[src/rtl/isa_types.sv]
// Shared ISA-level types for the hart: XLEN, decoded opcodes and sequencer state encoding.
package isa_types;

  localparam int unsigned XLEN = 32;
  localparam logic [XLEN-1:0] RESET_PC_DEFAULT = 32'h0000_0000;

  typedef enum logic [3:0] {
    OPCODE_UNKNOWN,
    OPCODE_LUI,
    OPCODE_AUIPC,
    OPCODE_JAL,
    OPCODE_JALR,
    OPCODE_BRANCH,
    OPCODE_LOAD,
    OPCODE_STORE,
    OPCODE_OP_IMM,
    OPCODE_OP,
    OPCODE_SYSTEM
  } opcode_t;

  typedef enum logic [2:0] {
    StFetch,
    StDecode,
    StExecute,
    StMem,
    StWriteback,
    StHalt
  } hart_state_t;

  // Loads are recognised by opcode; stores by the compute stage's request.
  function automatic logic needs_mem(input opcode_t op, input logic store_en);
    return (op == OPCODE_LOAD) || store_en;
  endfunction

endpackage

[src/rtl/hart_sequencer.sv]
// Multi-cycle hart control: fetch/decode/execute/mem/writeback sequencing, PC and instret.
module hart_sequencer
  import isa_types::*;
#(
  parameter logic [XLEN-1:0] RESET_PC = RESET_PC_DEFAULT
) (
  input  logic            clk,
  input  logic            reset,
  input  opcode_t         opcode,
  input  logic            rd_out_enable,
  input  logic            store_enable,
  input  logic            jump_enable,
  input  logic [XLEN-1:0] jump_target_addr,
  input  logic [XLEN-1:0] eff_addr,
  input  logic            mem_ready,
  output logic            mem_req,
  output logic            mem_we,
  output logic [XLEN-1:0] mem_addr,
  output logic            instr_latch_en,
  output logic            load_latch_en,
  output logic            rd_write_en,
  output logic [XLEN-1:0] pc,
  output logic [XLEN-1:0] instret,
  output logic            halted
);

  hart_state_t state_q;

  always_ff @(posedge clk) begin
    if (reset) begin
      state_q <= StFetch;
      pc      <= RESET_PC;
      instret <= '0;
    end else begin
      unique case (state_q)
        StFetch: begin
          if (mem_ready) state_q <= StDecode;
        end
        StDecode: begin
          state_q <= (opcode == OPCODE_UNKNOWN) ? StHalt : StExecute;
        end
        StExecute: begin
          state_q <= needs_mem(opcode, store_enable) ? StMem : StWriteback;
        end
        StMem: begin
          if (mem_ready) state_q <= StWriteback;
        end
        StWriteback: begin
          pc      <= jump_enable ? jump_target_addr : pc + XLEN'(4);
          instret <= instret + XLEN'(1);
          state_q <= StFetch;
        end
        StHalt: begin
          state_q <= StHalt;
        end
        default: begin
          state_q <= StHalt;
        end
      endcase
    end
  end

  // Strobes are masked while reset is high so an abandoned transaction never completes.
  always_comb begin
    mem_req        = 1'b0;
    mem_we         = 1'b0;
    mem_addr       = pc;
    instr_latch_en = 1'b0;
    load_latch_en  = 1'b0;
    rd_write_en    = 1'b0;
    if (!reset) begin
      unique case (state_q)
        StFetch: begin
          mem_req        = 1'b1;
          instr_latch_en = mem_ready;
        end
        StMem: begin
          mem_req       = 1'b1;
          mem_we        = store_enable;
          mem_addr      = eff_addr;
          load_latch_en = mem_ready && (opcode == OPCODE_LOAD);
        end
        StWriteback: begin
          rd_write_en = rd_out_enable;
        end
        default: begin
        end
      endcase
    end
  end

  assign halted = (state_q == StHalt);

endmodule

[config.mk]
export PLATFORM = sky130hd
export DESIGN_NAME = hart_sequencer
export DESIGN_NICKNAME = d
export VERILOG_FILES = /design/src/rtl/isa_types.sv /design/src/rtl/hart_sequencer.sv
export SDC_FILE = /design/constraint.sdc
export NUM_CORES = 1
export LEC_CHECK = 0
export ABC_CLOCK_PERIOD_IN_PS = 2750
export CAP_MARGIN = 25
export CORE_MARGIN = 2
export CORE_UTILIZATION = 40
export DETAILED_ROUTE_END_ITERATION = 16
export GPL_TIMING_DRIVEN = 0
export PLACE_DENSITY = 0.85
export SLEW_MARGIN = 0
export SYNTH_ARGS = -nofsm -noshare
export SYNTH_HDL_FRONTEND = slang
export SYNTH_SLANG_ARGS = --single-unit
[constraint.sdc]
create_clock -name clk -period 2.75 [get_ports clk]
set_input_delay 0.4125 -clock clk [delete_from_list [all_inputs] [get_ports clk]]
set_output_delay 0.4125 -clock clk [all_outputs]
set_load 0.02 [all_outputs]
==> reports/results.txt <==
Worst min path class = reg -> reg
DRT Pass-1 Iters = 5
Starting density of the core = 40.98%
Post-Syn Instances = 561
Post-Syn Area = 4423 um^2
Fin area = 6560 um^2
First-pass GRT wire length = 26850 um
Syn Area/Cell = 7.884 um^2
Largest net degree at the start of global routing = 20
Post-layout min period = 2.685 ns
Detailed Route Iter0 Violations = 563
Placed cell count = 875
Nets = 821
Post-synth cell types = 64
Synth Net Count = 637
Clock root buffer = clkbuf_8
Area after DPL = 6340 um^2
# Max-Cap Violations = 0
Cell-internal power = 1.698 mW
Synth top area share = 30.33%
DRT Wirelength = 17730 um
Worst slack, placed = -0.6381 ns
I/O pin cnt = 176
Total CTS buffers = 9
Tot GR Track Use = 29.12%
Post-route insts no fill = 890
P_leak = 2.318 nW
Filler cells = 958
Share of async-settable or async-resettable flops after synthesis = 0%
Final setup viols = 0
Hpwl dp = 13080 um
Reg power frac = 42.6%
Outcome = complete, no violations
Sw frac = 28.08%
Number of flops mapped to enable cells by yosys = 0
Top-count cell post-synth = dfxtp_1
Final WS setup = 0.06517 ns
Worst-skew pair later-pin latency = 0.36 ns
Die X = 109.2 um
Slew headroom = 31.65%
Setup TNS = 0 ns
Initial antenna violation count = 0
Final Max Slew Viols = 0
Clk sinks = 67
Drt wl/cell = 19.92 um
Seq cells post-synth = 67
# rows = 38
Worst Path Required = 2.34 ns
GP Congestion = 0.9156
Area Growth Syn to Fin = 48.32%
Actual slew at the worst max-slew pin = 1.017 ns
VDD IR max = 0.2441 mV
Total power = 2.361 mW
Clock share of power = 40.9%
Post-synth top cells = dfxtp_1 (67), nand2_1 (47), clkbuf_1 (41)
Pwr dens = 359.8 nW/um^2
Most used DFF post-synth = dfxtp_1
Total Die Area = 11910 um^2
RSZ-0062 raised after global routing = no
Final Hold Viols = 0
Drt drc = 0
Final period utilization = 97.63%
Switching pwr = 0.6628 mW
Crit path launch = reset
RR Startpoint = pc[4]
Max Fclk = 372.5 MHz
CTS tree = built
CP Max Fanout = 10
Multi-input gate area = 2840 um^2
Vias per inst = 6.196
CP arrival = 2.27 ns
Area leader, netlist = dfxtp_1
Congestion Overflow GR = 0
N_diodes = 0
Max Buffers Root-to-Sink = 2
Setup Buffers After CTS = 0
Crit path launch type = primary input
Worst clock skew = 0.008175 ns
Register area = 1343 um^2
Critical path capture point type = output port
Antenna Nets Post-Route = 0
Post-synthesis sequential area ratio = 30.33%
Hold path startpoint = pc[1]
Number of global-route vias before repair = 5058
Die H = 109.2 um
Via count = 5514
Yosys warnings = 0
Synth top area cells = dfxtp_1 (30%), mux2_2 (7.9%), nand2_1 (4.0%)
Clock slew at reported path FFs = 0.08 ns
Core ar. = 10790 um^2
Hold_buf cts = 0
Combinational power share = 16.5%
H-tree depth = 3
Share of cells above drive strength 1 = 10.80%
Port buffer count = 174
WS Path Type = in -> out
## routing by layer
metal | wire [um] | GRT usage [%] | vias up | share of wire (%)
li1 | - | - | 2526 | -
met1 | 7112 | 38.30 | 2577 | 40
met2 | 8351 | 47.78 | 369 | 47
met3 | 1846 | 5.439 | 42 | 10
met4 | 422 | 9.799 | 0 | 2.4
met5 | 0 | 0 | - | 0
## timing repair
action	4_1_cts	5_1_grt
endpoints found under the setup margin	36	14
pin swaps	1	0
resized for setup	54	16
## final timing paths
check / endpoint / slack [ns] / depth (start not counted)
setup reg to reg: pc[29] / 0.28 / 5
hold / removal: pc[1] / 0.49 / 2
hold reg to reg: pc[1] / 0.49 / 2
setup / recovery: mem_req / 0.07 / 5
## flip-flops by register name (all words and copies together) (netlist names)
name,cells
instret,32
pc,32
state_q,3
## critical path, stage by stage
cell and delay [ns]:
clkbuf_1 0.39, clkbuf_1 0.43, clkbuf_2 0.39, nor3_1 0.09, clkdlybuf4s50_1 0.55
## through the flow
step / hold WS (ns) / util (%)
6_report: 0.4938 / 60.78
5_1_grt: 0.5091 / 60.78
4_1_cts: 0.4933 / 60.87
3_5_place_dp: 0.4811 / 58.74
3_3_place_gp: 0.4656 / 58.74
2_1_floorplan: 0.5218 / -
## cells in the final DEF (no fill, tap or decap), types with 4 or more instances in the layout
| cell type | Yosys | layout |
|---|---|---|
| nand2_1 | 47 | 47 |
| mux2_2 | 31 | 31 |
| o211ai_1 | 8 | 8 |
| a31oi_1 | 6 | 6 |
| inv_1 | 13 | 13 |
| and3_1 | 13 | 12 |
| nand3_1 | 30 | 30 |
| or3_1 | 12 | 12 |
| dlygate4sd2_1 | 0 | 30 |
| dfxtp_1 | 67 | 66 |
| a211oi_1 | 5 | 5 |
| o21ai_0 | 29 | 29 |
| nor2_1 | 29 | 29 |
| o41ai_1 | 12 | 12 |
| clkbuf_1 | 41 | 32 |
| or2_2 | 10 | 10 |
| or4_1 | 11 | 11 |
| xor2_1 | 6 | 6 |
| clkbuf_2 | 1 | 8 |
| and4_1 | 11 | 11 |
| clkdlybuf4s50_1 | 0 | 139 |
| nand4_1 | 22 | 22 |
| nor4_1 | 15 | 15 |
| a22oi_1 | 4 | 4 |
| buf_1 | 6 | 5 |
| o31ai_1 | 10 | 10 |
| clkbuf_8 | 0 | 12 |
| nand2b_1 | 6 | 6 |
| xnor2_1 | 5 | 5 |
| a21oi_1 | 32 | 32 |
| o311ai_0 | 10 | 10 |
| nor3_1 | 14 | 14 |
## power groups by stage
stage	clock (mW)	combinational, mW	sequential (mW)
floorplan	0	0.163	1.03
global placement	0	0.381	1.03
detailed placement	0	0.390	1.03
CTS	0.951	0.385	1.00
global route	1.01	0.414	1.01
finish	0.965	0.390	1.01
## logic make-up (layout without fill, tap and decap cells)
kind of cell               after synthesis  after routing  synth area share [%]
muxes                                   34             34                 8.571
xor gates and xnor gates                11             11                 2.178
buffers and inverters                   65            254                 5.629
adders and majority gates                2              2                0.5657
and+or+nand+nor                        240            240                 30.89
AOI/OAI and AO/OA                      142            142                 21.84
DFF                                     67             67                 30.33
## cell type report
cell class	instances	share of cell area [%]
flip-flops and latches	67	20.47
clock inverters	7	1.545
multi-input cells	429	43.30
repair buffers	174	25.71
plain buffers	50	3.624
inverters	14	0.8011
well taps	140	2.670
clock buffers	9	1.888
Note: power is estimated with default switching activity, not from simulation.
